### src/rtl/gpio_od_ctrl.sv
// GPIO controller: push-pull/open-drain pads, synchronised and debounced
// inputs, rise/fall edge interrupts with write-one-to-clear status.
module gpio_od_ctrl #(
  parameter int NR_GPIOS = 8,
  parameter int DB_BITS  = 4
) (
  input  logic                clk,
  input  logic                reset,
  input  logic                mem_valid,
  input  logic                mem_wr,
  input  logic [2:0]          mem_addr,
  input  logic [31:0]         mem_wdata,
  output logic                mem_ready,
  output logic [31:0]         mem_rdata,
  input  logic [NR_GPIOS-1:0] gpio_di,
  output logic [NR_GPIOS-1:0] pad_oe,
  output logic [NR_GPIOS-1:0] pad_do,
  output logic                irq
);

  logic                r_ready;
  logic [31:0]         r_rdata;
  logic [NR_GPIOS-1:0] r_dout;
  logic [NR_GPIOS-1:0] r_oe;
  logic [NR_GPIOS-1:0] r_od;
  logic [NR_GPIOS-1:0] r_stable;
  logic [NR_GPIOS-1:0] r_rise;
  logic [NR_GPIOS-1:0] r_fall;
  logic [NR_GPIOS-1:0] r_stat;
  logic [DB_BITS-1:0]  r_db;
  logic [NR_GPIOS-1:0] r_sync1;
  logic [NR_GPIOS-1:0] r_sync2;
  logic [DB_BITS-1:0]  r_cnt [NR_GPIOS];

  logic                w_wr;
  logic [NR_GPIOS-1:0] w_wdat;
  logic [NR_GPIOS-1:0] w_diff;
  logic [NR_GPIOS-1:0] w_flip;
  logic [NR_GPIOS-1:0] w_set;
  logic [NR_GPIOS-1:0] w_w1c;
  logic [31:0]         w_rd;
  logic                w_unused;

  assign w_unused = ^mem_wdata;
  assign w_wr     = r_ready & mem_valid & mem_wr;
  assign w_wdat   = mem_wdata[NR_GPIOS-1:0];

  assign mem_ready = r_ready;
  assign mem_rdata = r_rdata;
  assign irq       = |r_stat;

  // Open-drain pins only ever pull low: enable when driving a zero.
  assign pad_oe = r_oe & ~(r_od & r_dout);
  assign pad_do = r_dout & ~r_od;

  always_comb begin
    w_diff = r_sync2 ^ r_stable;
    w_flip = '0;
    for (int i = 0; i < NR_GPIOS; i++) begin
      w_flip[i] = w_diff[i] && (r_cnt[i] >= r_db);
    end
    w_set = w_flip & ((r_sync2 & r_rise) | (~r_sync2 & r_fall));
    w_w1c = (w_wr && mem_addr == 3'd6) ? w_wdat : '0;
  end

  always_comb begin
    w_rd = '0;
    unique case (mem_addr)
      3'd0: w_rd[NR_GPIOS-1:0] = r_dout;
      3'd1: w_rd[NR_GPIOS-1:0] = r_oe;
      3'd2: w_rd[NR_GPIOS-1:0] = r_od;
      3'd3: w_rd[NR_GPIOS-1:0] = r_stable;
      3'd4: w_rd[NR_GPIOS-1:0] = r_rise;
      3'd5: w_rd[NR_GPIOS-1:0] = r_fall;
      3'd6: w_rd[NR_GPIOS-1:0] = r_stat;
      3'd7: w_rd[DB_BITS-1:0]  = r_db;
    endcase
  end

  always_ff @(posedge clk or posedge reset) begin
    if (reset) begin
      r_ready <= 1'b0;
      r_rdata <= '0;
    end else begin
      r_ready <= mem_valid & ~r_ready;
      r_rdata <= (mem_valid & ~r_ready & ~mem_wr) ? w_rd : '0;
    end
  end

  always_ff @(posedge clk or posedge reset) begin
    if (reset) begin
      r_dout <= '0;
      r_oe   <= '0;
      r_od   <= '0;
      r_rise <= '0;
      r_fall <= '0;
      r_db   <= '0;
    end else if (w_wr) begin
      case (mem_addr)
        3'd0:    r_dout <= w_wdat;
        3'd1:    r_oe   <= w_wdat;
        3'd2:    r_od   <= w_wdat;
        3'd4:    r_rise <= w_wdat;
        3'd5:    r_fall <= w_wdat;
        3'd7:    r_db   <= mem_wdata[DB_BITS-1:0];
        default: ;
      endcase
    end
  end

  // A new edge outranks a simultaneous write-one-to-clear.
  always_ff @(posedge clk or posedge reset) begin
    if (reset) begin
      r_stat <= '0;
    end else begin
      r_stat <= (r_stat & ~w_w1c) | w_set;
    end
  end

  always_ff @(posedge clk or posedge reset) begin
    if (reset) begin
      r_sync1  <= '0;
      r_sync2  <= '0;
      r_stable <= '0;
      for (int i = 0; i < NR_GPIOS; i++) begin
        r_cnt[i] <= '0;
      end
    end else begin
      r_sync1  <= gpio_di;
      r_sync2  <= r_sync1;
      r_stable <= r_stable ^ w_flip;
      for (int i = 0; i < NR_GPIOS; i++) begin
        if (w_diff[i] && !w_flip[i]) begin
          r_cnt[i] <= r_cnt[i] + 1'b1;
        end else begin
          r_cnt[i] <= '0;
        end
      end
    end
  end

endmodule
### config.mk
export PLATFORM = sky130hd
export DESIGN_NAME = gpio_od_ctrl
export DESIGN_NICKNAME = d
export VERILOG_FILES = /design/src/rtl/gpio_od_ctrl.sv
export SDC_FILE = /design/constraint.sdc
export NUM_CORES = 1
export LEC_CHECK = 0
export BUFFER_PORTS_ARGS = -buffer_cell sky130_fd_sc_hd__buf_2
export CORE_MARGIN = 4
export CORE_UTILIZATION = 55
export DETAILED_ROUTE_END_ITERATION = 10
export PLACE_DENSITY_LB_ADDON = 0.08
export REMOVE_ABC_BUFFERS = 1
export SYNTH_ARGS = -nofsm -noshare
export SYNTH_HDL_FRONTEND = slang
export SYNTH_SLANG_ARGS = --single-unit
### constraint.sdc
create_clock -name clk -period 4.05 [get_ports clk]
set_input_delay 0 -clock clk [delete_from_list [all_inputs] [get_ports clk]]
set_output_delay 0 -clock clk [all_outputs]
set_load 0.02 [all_outputs]
# After elaboration in Yosys (flattened, before gate mapping)
# Cells that the tools add are included.
[op_classes] n_reduce_logical=33 add_sub_neg=8 muxes=12 bitwise_logic=21 magnitude_cmp=8 n_eq_ne=7
[op_table] op="$and A8 B8 Y8" n=7
[op_table] op="$add A4 B1 Y4 const B" n=8
[op_table] op="$ge A4 B4 Y1" n=8
[op_table] op="$mux W4" n=8
[op_table] op="$not A8 Y8" n=4
[op_table] op="$pmux W4 S8" n=1
[op_table] op="$pmux W4 S7" n=1
[op_table] op="$logic_and A1 B1 Y1" n=17
[op_table] op="$mux W8" n=2
[op_table] op="$or A8 B8 Y8" n=2
[op_table] op="$xor A8 B8 Y8" n=2
[op_table] op="$eq A3 B3 Y1 const B" n=4
[op_table] op="$reduce_and A2 Y1" n=6
[op_table] op="$logic_not A1 Y1" n=8
[op_table] op="$reduce_or A8 Y1" n=1
[op_table] op="$eq A3 B2 Y1 const B" n=2
[op_table] op="$and A1 B1 Y1" n=4
[op_table] op="$eq A3 B1 Y1 const B" n=1
[op_table] op="$logic_not A3 Y1" n=1
[op_table] op="$not A1 Y1" n=2
[totals] out_inout_bits=50 input_bits=47 reg_bits=117

# Logic depth before layout (Yosys ltp)
# Gate-level depths: netlist of the first run.
[depth] ltp_word=7 ltp_mapped=6 depth_no_buf=6

# Least setup slack after synthesis of the first run
# Ideal clock, no wire load.
[synth_path] path_type="reg-to-reg" from="register r_db[0]" to="register with a tool-made name" path_stages_with_launch=6 setup_time_ps=125 required_ps=3925 path_slack_ps=2233 t_arrival_ps=1693 synth_period_minus_slack_ps=1817 path_cell_list="dfrtp_1 ha_1 nand2b_1 a211o_1 a21oi_1 mux2_2"
[synth_rtl] element="start, declared" line_no="30" text="logic [DB_BITS-1:0] r_db;"
[synth_rtl] element="start signal, assigned" line_no="105" text="3'd7: r_db <= mem_wdata[DB_BITS-1:0];"

==> flow_metrics.env, run 1 <==
export IMPL_postCtsSetupRepairBufs=0
export IMPL_syn_area_per_cell_sq_um=11.2
export IMPL_setup_viol=0
export IMPL_cp_num_buf_inv=0
export IMPL_setup_slack_ps=1840
export IMPL_worstSkewPairLatency_ps=520
export IMPL_drt_wl_total_microns=12600
export IMPL_grt_max_degree=77
export IMPL_clock_path_buffers=2
export IMPL_drtIter0Drc=245
export IMPL_ff2ff_setup_slack_ps=1840
export IMPL_slew_violations=0
export IMPL_pwr_density_cell_nw_per_um2=574
export IMPL_fmax_mhz=453
export IMPL_worstSetupEndpointType="register"
export IMPL_crit_path_cell_trace="ha_1 -> nand2b_1 -> a211o_1 -> a21oi_1 -> mux2_2"
export IMPL_via_count=4108
export IMPL_drive_gt1_share_pct=20.4
export IMPL_syn_area_sq_um=5990
export IMPL_fp_dieArea_sq_um=12600
export IMPL_largest_reg_flops=32
export IMPL_avgRoutedWirePerCell_microns=16.6
export IMPL_regMostFlops="r_cnt"
export IMPL_hpwl_microns=8370
export IMPL_worstPathRequired_ps=4450
export IMPL_portBuffers=48
export IMPL_finalCriticalPeriod_ps=2210
export IMPL_drcViolationCount=0
export IMPL_path_clk_slew_ps=50
export IMPL_gr_total_overflow=0
export IMPL_synth_edf_count=0
export IMPL_total_power_mw=4.00
export IMPL_crit_path_start_kind="register"
export IMPL_tritoncts="yes"
export IMPL_htreeDepth=4
export IMPL_dpl_worst_slack_ps=1810
export IMPL_grt_usage_pct=21.3
export IMPL_slowest_stage="dfrtp_1"
export IMPL_area_growth_pct=16.3
export IMPL_cp_max_fo=10
export IMPL_cp_top_family="flip-flops"
export IMPL_synth_seq_cells=117
export IMPL_finalHoldViolCount=0
export IMPL_instances_no_fill=758
export IMPL_antenna_left=0
export IMPL_core_area_sq_um=10500
export IMPL_antenna_cells=0
export IMPL_synth_seq_area_share_pct=48.9
export IMPL_outcome="finished clean"
export IMPL_grt_first_pass_wirelength_microns=21100
export IMPL_ys_async_sr_fraction_pct=100
export IMPL_gp_congestion=0.776
export IMPL_period_share_pct=54.5
export IMPL_grt_antenna_before_repair=0
export IMPL_via_per_inst=5.42
export IMPL_die_h_microns=112
export IMPL_fin_nets=698
export IMPL_worst_pin_slew_ps=1080
export IMPL_ys_flop_type="dfrtp_1"
export IMPL_slew_headroom_pct=27.3
export IMPL_max_stage_delay_ps=710
export IMPL_dp_cells=709
export IMPL_hold_class="input pin to register"
export IMPL_clockRootBuffer="clkbuf_8"
export IMPL_p_leak_nw=3.43
export IMPL_rows=37
export IMPL_rsz0062_at_grt="no"
export IMPL_max_cap_violations=0
export IMPL_cts_sinks=117
export IMPL_final_cell_mix="117 x dfrtp_1, 48 x buf_2, 46 x nor2_1"
export IMPL_yosysWarnings=0
export IMPL_fp_dieW_microns=112
export IMPL_firstDrtPassIters=4
export IMPL_irDropWorstVdd_mv=0.368
export IMPL_initial_core_util_pct=57.3
export IMPL_cts_buffers=17
export IMPL_layout_commonest_cell="dfrtp_1"
export IMPL_grt_pass1_vias=4099
export IMPL_synthCells=537
export IMPL_arrival_ps=2610
export IMPL_cts_resized_gates=0
export IMPL_synth_cell_type_count=42
export IMPL_io_pins=97
export IMPL_critPathKind="register to register"
export IMPL_fin_skew_ps=11.2
export IMPL_fin_tns_setup_ps=0
report_power, final:
part | switching [mW] | total, mW | internal (mW)
Sequential | 0.231 | 1.64 | 1.41
Clock | 0.474 | 1.32 | 0.849
Combinational | 0.538 | 1.04 | 0.498
Total | 1.24 | 4.00 | 2.76
tightest hold or removal path, cell delays in order:
cell	delay (ps)
buf_2	280
mux2i_1	180
nor2_1	80
logic make-up (layout without fill, tap and decap cells):
group | after synthesis | in the layout | synth area share [%]
AOI/OAI and AO/OA | 94 | 94 | 10.8
xor gates and xnor gates | 24 | 24 | 3.51
adders and majority gates | 40 | 40 | 8.35
buffers and inverters | 71 | 133 | 6.31
DFF | 117 | 117 | 48.9
muxes | 58 | 58 | 11.6
other | 1 | 24 | 0.0626
and+or+nand+nor | 132 | 132 | 10.5
stage by stage:
step / utilization [%] / cell area [sq um] / hold WS, ps
after floorplan: - / 5830 / 31.4
after global placement: 59.7 / 6250 / 108
after detailed placement: 59.7 / 6250 / 110
after CTS: 66.6 / 6970 / 42.5
after global routing: 66.6 / 6970 / 88.0
final: 66.6 / 6970 / 74.3
final cells by class:
type | instances | area (sq um)
Fill cell | 832 | 3500
Timing Repair Buffer | 68 | 438
Tap cell | 136 | 170
Clock buffer | 25 | 474
Multi-Input combinational cell | 372 | 2770
Inverter | 35 | 134
Clock inverter | 5 | 50.0
Sequential cell | 117 | 2930
synth_stat cells (all sizes together), types with 2 or more instances:
master | count | area [sq um]
dfrtp | 117 | 2930
nor2 | 47 | 179
mux2 | 46 | 548
ha | 40 | 500
inv | 35 | 131
buf | 32 | 231
nand2 | 30 | 113
a21oi | 18 | 90.1
o21ai | 17 | 85.1
a211o | 16 | 140
xnor2 | 16 | 140
nand3 | 15 | 75.1
nor2b | 14 | 87.6
nand2b | 13 | 81.3
mux2i | 10 | 100
a31oi | 9 | 56.3
o2bb2ai | 9 | 78.8
o21a | 8 | 60.1
xor2 | 8 | 70.1
o221ai | 5 | 43.8
a21boi | 4 | 30.0
clkbuf | 4 | 15.0
nor3 | 4 | 30.0
o211ai | 4 | 30.0
mux4 | 2 | 45.0
nor4 | 2 | 12.5
or3 | 2 | 12.5
final timing paths:
check / to / from / cells past startpoint
max: register / r_db[0] / 5
min: mem_rdata[4] / mem_addr[2] / 3
max reg2reg: register / r_db[0] / 5
min reg2reg: r_sync2[5] / r_sync1[5] / 0
max in group asynchronous: r_fall[7] / reset / 4
min in group asynchronous: r_cnt[16] / reset / 3
layer usage:
metal	vias to the layer above	global-route usage, %	wire length (microns)
met5	-	0	0
met4	0	6.49	156
met3	14	6.90	679
met2	101	34.8	6170
met1	2017	27.3	5590
li1	1976	-	-
timing repair:
action / CTS / global route
hold endpoints to repair: 144 / 0
setup endpoints to repair: 0 / 0
hold buffers: 19 / 0
Note: power is estimated with default switching activity, not from simulation.
==> inputs of run 2 (changes only) <==
ABC_AREA = 1   (was default)
clock period = 2.1 ns   (was 4.05 ns; I/O delays follow)
==> flow_metrics.env, run 2 <==
export IMPL_synthCells=704
export IMPL_cp_top_family="simple AND/OR/NAND/NOR gates"
export IMPL_setup_viol=0
export IMPL_largest_reg_flops=32
export IMPL_drtIter0Drc=455
export IMPL_total_power_mw=7.99
export IMPL_worstPathRequired_ps=2450
export IMPL_grt_usage_pct=23.2
export IMPL_ys_flop_type="dfrtp_1"
export IMPL_gr_usage_met2_pct=36.7
export IMPL_placed_area_sq_um=6540
export IMPL_clock_path_buffers=2
export IMPL_dp_cells=885
export IMPL_tritoncts="yes"
export IMPL_final_cell_mix="123 x nand2_1, 117 x dfrtp_1, 73 x inv_1"
export IMPL_initial_core_util_pct=56.9
export IMPL_finalHoldViolCount=0
export IMPL_path_clk_slew_ps=60
export IMPL_arrival_ps=2240
export IMPL_io_pins=97
export IMPL_worstSetupEndpointType="register"
export IMPL_ys_async_sr_fraction_pct=100
export IMPL_synth_common_cells="123 x nand2_1, 117 x dfrtp_1, 74 x inv_1, 70 x nor2_1, 51 x o21ai_0"
export IMPL_syn_area_sq_um=6230
export IMPL_fp_dieArea_sq_um=13100
export IMPL_fin_tns_setup_ps=0
export IMPL_p_seq_share_pct=36.6
export IMPL_drcViolationCount=0
export IMPL_fill_cells=899
export IMPL_gp_congestion=0.823
export IMPL_rsz0062_at_grt="no"
export IMPL_slew_headroom_pct=44.5
export IMPL_worst_pin_slew_ps=832
export IMPL_crit_path_cell_trace="inv_1 -> ha_1 -> inv_1 -> nor2_1 -> o21ai_0 -> nand4_1 -> nor2_1"
export IMPL_max_cap_violations=0
export IMPL_grtUsageMet1_pct=31.1
export IMPL_grt_max_degree=40
export IMPL_layout_commonest_cell="nand2_1"
export IMPL_internal_power_mw=5.48
export IMPL_r2r_end="r_cnt[14]"
export IMPL_cts_buffers=17
export IMPL_htreeDepth=4
export IMPL_clkPwrFrac_pct=41.4
export IMPL_fp_dieW_microns=114
export IMPL_cts_sinks=117
export IMPL_final_area_sq_um=7410
export IMPL_synth_area_leaders="dfrtp_1 47%, ha_1 8.0%, nand2_1 7.4%"
export IMPL_p_sw_share_pct=31.4
export IMPL_fin_util_pct=67.7
export IMPL_fmax_mhz=528
export IMPL_avgRoutedWirePerCell_microns=15.2
export IMPL_grt_antenna_before_repair=0
export IMPL_outcome="finished clean"
export IMPL_portBuffers=48
export IMPL_rr_worst_depth=7
export IMPL_hold_class="input pin to async pin"
export IMPL_pwr_density_cell_nw_per_um2=1080
export IMPL_synth_cell_type_count=31
export IMPL_fin_nets=870
export IMPL_via_count=4989
export IMPL_p_switching_mw=2.51
export IMPL_area_growth_pct=19.0
export IMPL_drive_gt1_share_pct=16.5
export IMPL_reg2reg_from="r_db[1]"
export IMPL_grt_pass1_vias=4825
export IMPL_max_stage_delay_ps=400
export IMPL_critPathKind="register to register"
export IMPL_hpwl_microns=10000
export IMPL_core_area_sq_um=10900
export IMPL_crit_path_start_kind="register"
export IMPL_irDropWorstVdd_mv=0.776
export IMPL_cts_resized_gates=0
export IMPL_drt_wl_total_microns=14200
export IMPL_gr_total_overflow=0
export IMPL_die_h_microns=114
export IMPL_grtUsageMet3_pct=5.02
export IMPL_combPwrFrac_pct=22.0
export IMPL_worstSkewPairLatency_ps=420
export IMPL_clockRootBuffer="clkbuf_16"
export IMPL_cp_num_buf_inv=2
export IMPL_grt_first_pass_wirelength_microns=23700
export IMPL_cp_max_fo=6
export IMPL_synth_edf_count=0
export IMPL_slew_violations=0
export IMPL_finalCriticalPeriod_ps=1900
export IMPL_p_leak_nw=3.72
export IMPL_instances_no_fill=936
export IMPL_yosysWarnings=0
export IMPL_regMostFlops="r_cnt"
export IMPL_synth_top_cell_by_area="dfrtp_1"
export IMPL_antenna_cells=0
export IMPL_synth_most_common_cell="nand2_1"
export IMPL_slowest_stage="dfrtp_1"
export IMPL_syn_area_per_cell_sq_um=8.84
export IMPL_antenna_left=0
export IMPL_via_per_inst=5.33
export IMPL_top_usage_layer="met2"
export IMPL_ff2ff_setup_slack_ps=200
export IMPL_synth_seq_area_share_pct=47.0
export IMPL_rows=38
export IMPL_period_share_pct=90.2
export IMPL_yosysTopAreaCellShare_pct=47.0
export IMPL_synth_seq_cells=117
export IMPL_firstDrtPassIters=7
export IMPL_fin_skew_ps=11.8
run 2: cell count changes in the layout (fill, tap and decap cells not counted), sizes merged, moves of 14 or more:
cell,previous run,this run
a211o,16,0
inv,35,77
mux2,46,0
nand2,30,123
nand3,15,49
nand4,1,50
nor2,47,73
nor2b,14,0
o21ai,17,68
run 2: cell families after synthesis:
logic type      Yosys count  synth area share, %
buf+inv                 122                 10.1
flops                   117                 47.0
xor+xnor                 16                 2.25
compound gates          100                 9.51
other cells               1               0.0602
simple gates            308                 23.0
fa+ha+maj                40                 8.04
run 2: metrics by stage:
stage	hold WS, ps	setup WS (ps)
after floorplan	31.4	-1000
after global placement	79.5	298
after detailed placement	82.2	226
after CTS	147	211
after global routing	202	59.9
final	164	205
run 2: timing repair:
action                                 4_1_cts  5_1_grt
hold buffers                                19        0
setup buffers                                0        0
endpoints found under the hold margin       79        0
run 2: worst max path at each step:
stage,startpoint,to,cells past startpoint
finish,r_db[1],r_cnt[14],7
global route,r_db[1],r_cnt[12],7
CTS,r_db[1],r_cnt[14],7
detailed placement,r_db[1],r_cnt[14],7
global placement,r_db[1],r_cnt[16],7
floorplan,reset,async pin,1
run 2: area by class of cell:
| class | count | area [sq um] | area share [%] |
|---|---|---|---|
| repair buffers | 81 | 573 | 7.74 |
| well taps | 140 | 175 | 2.36 |
| clock inverters | 15 | 255 | 3.45 |
| clock buffers | 17 | 425 | 5.74 |
| inverters | 78 | 297 | 4.00 |
| flip-flops and latches | 117 | 2930 | 39.5 |
| multi-input cells | 488 | 2750 | 37.2 |
run 2: power groups by stage:
stage / sequential, mW / clock, mW / combinational, mW
2_1_floorplan: 2.86 / 0 / 1.27
3_3_place_gp: 2.93 / 0 / 1.65
3_5_place_dp: 2.96 / 0 / 1.72
4_1_cts: 2.92 / 3.34 / 1.77
5_1_grt: 2.97 / 3.45 / 2.04
6_report: 2.93 / 3.30 / 1.76
run 2: per-layer routing:
| layer | share of wire, % | wire length (microns) |
|---|---|---|
| met5 | 0 | 0 |
| met1 | 45 | 6390 |
| met2 | 47 | 6630 |
| met4 | 1.8 | 257 |
| met3 | 6.4 | 915 |
run 2: worst register-to-register path: stages, from the launching register on:
cell	delay (ps)
dfrtp_1	400
inv_1	320
ha_1	320
inv_1	60
nor2_1	30
o21ai_0	260
nand4_1	260
nor2_1	170
==> inputs of run 3 (changes only) <==
RECOVER_POWER = 100   (was default)
==> flow_metrics.env, run 3 (synthesis gave the netlist of run 2 again) <==
export IMPL_outcome="finished clean"
export IMPL_via_count=5035
export IMPL_die_h_microns=114
export IMPL_fin_nets=870
export IMPL_instances_no_fill=936
export IMPL_reg2reg_from="r_db[1]"
export IMPL_antenna_cells=0
export IMPL_core_area_sq_um=10900
export IMPL_area_growth_pct=16.4
export IMPL_path_clk_slew_ps=60
export IMPL_worstPathRequired_ps=2440
export IMPL_regMostFlops="r_cnt"
export IMPL_cts_resized_gates=0
export IMPL_hold_class="input pin to async pin"
export IMPL_largest_reg_flops=32
export IMPL_tritoncts="yes"
export IMPL_finalCriticalPeriod_ps=1890
export IMPL_grt_antenna_before_repair=0
export IMPL_ff2ff_setup_slack_ps=210
export IMPL_firstDrtPassIters=5
export IMPL_crit_path_start_kind="register"
export IMPL_worst_pin_slew_ps=1050
export IMPL_drt_wl_total_microns=14200
export IMPL_postCtsSetupRepairBufs=0
export IMPL_fmax_mhz=529
export IMPL_fin_skew_ps=9.64
export IMPL_rows=38
export IMPL_clock_path_buffers=2
export IMPL_cts_sinks=117
export IMPL_critPathLaunch="r_db[1]"
export IMPL_via_per_inst=5.38
export IMPL_gp_congestion=0.823
export IMPL_fp_dieArea_sq_um=13100
export IMPL_avgRoutedWirePerCell_microns=15.2
export IMPL_gr_total_overflow=0
export IMPL_grt_max_degree=40
export IMPL_arrival_ps=2240
export IMPL_fin_tns_setup_ps=0
export IMPL_pwr_density_cell_nw_per_um2=1090
export IMPL_cp_max_fo=6
export IMPL_drtIter0Drc=374
export IMPL_cts_buffers=17
export IMPL_rr_worst_depth=8
export IMPL_portBuffers=48
export IMPL_irDropWorstVdd_mv=0.775
export IMPL_io_pins=97
export IMPL_setup_viol=0
export IMPL_worstSkewPairLatency_ps=420
export IMPL_fill_cells=948
export IMPL_cts_hold_buf=19
export IMPL_hpwl_microns=10000
export IMPL_final_cell_mix="123 x nand2_1, 117 x dfrtp_1, 74 x inv_1"
export IMPL_rsz0062_at_grt="no"
export IMPL_drcViolationCount=0
export IMPL_grt_pass1_vias=4825
export IMPL_max_cap_violations=0
export IMPL_period_share_pct=90.0
export IMPL_initial_core_util_pct=56.9
export IMPL_drive_gt1_share_pct=10.6
export IMPL_r2r_end="r_cnt[5]"
export IMPL_dp_cells=885
export IMPL_slew_headroom_pct=29.8
export IMPL_fp_dieW_microns=114
export IMPL_slew_violations=0
export IMPL_finalHoldViolCount=0
export IMPL_antenna_left=0
export IMPL_critPathKind="register to register"
export IMPL_worstSetupEndpointType="register"
export IMPL_grt_usage_pct=23.2
export IMPL_p_leak_nw=3.58
export IMPL_htreeDepth=4
export IMPL_layout_commonest_cell="nand2_1"
export IMPL_grt_first_pass_wirelength_microns=23700
export IMPL_clockRootBuffer="clkbuf_16"
[run 3: layer usage]
| metal | GRT usage (%) | vias up | wire length, microns |
|---|---|---|---|
| met2 | 36.7 | 175 | 6620 |
| met4 | 9.03 | 0 | 330 |
| met5 | 0 | - | 0 |
| met1 | 31.1 | 2372 | 6290 |
| li1 | - | 2459 | - |
| met3 | 5.02 | 29 | 1010 |
[run 3: worst max path at each step]
stage	depth (start not counted)	to	slack (ps)
finish	8	r_cnt[5]	210
detailed placement	7	r_cnt[14]	230
CTS	7	r_cnt[14]	210
global placement	7	r_cnt[16]	300
global route	7	r_cnt[12]	60
floorplan	1	async pin	-1000
[run 3: critical path, stage by stage, from the launching register on]
cell	delay, ps
dfrtp_1	400
inv_1	310
clkbuf_1	230
ha_1	270
inv_1	60
o21bai_1	70
nand3_1	110
nand4_1	200
nor2_1	160
[run 3: area by class of cell]
class / count / area [sq um] / share of cell area, %
clock buffers: 17 / 425 / 5.87
multi-input cells: 488 / 2670 / 36.8
inverters: 78 / 297 / 4.09
clock inverters: 15 / 255 / 3.52
repair buffers: 81 / 498 / 6.87
well taps: 140 / 175 / 2.42
flip-flops and latches: 117 / 2930 / 40.4
[run 3: through the flow]
| step | total power [mW] | hold WS (ps) | worst slack (ps) | instance area (sq um) | utilization (%) |
|---|---|---|---|---|---|
| 6_report | 7.94 | 158 | 209 | 7250 | 66.3 |
| 5_1_grt | 8.41 | 202 | 61.3 | 7250 | 66.3 |
| 4_1_cts | 8.03 | 147 | 211 | 7410 | 67.7 |
| 3_5_place_dp | 4.68 | 82.2 | 226 | 6540 | 59.8 |
| 3_3_place_gp | 4.58 | 79.5 | 298 | 6540 | 59.8 |
| 2_1_floorplan | 4.13 | 31.4 | -1000 | 5980 | - |
[run 3: where the power goes]
| group | total [mW] | leakage (nW) | internal [mW] | switching (mW) |
|---|---|---|---|---|
| Combinational | 1.71 | 1.77 | 0.612 | 1.10 |
| Clock | 3.30 | 0.319 | 2.23 | 1.07 |
| Sequential | 2.92 | 1.48 | 2.60 | 0.319 |
| Total | 7.94 | 3.58 | 5.45 | 2.49 |
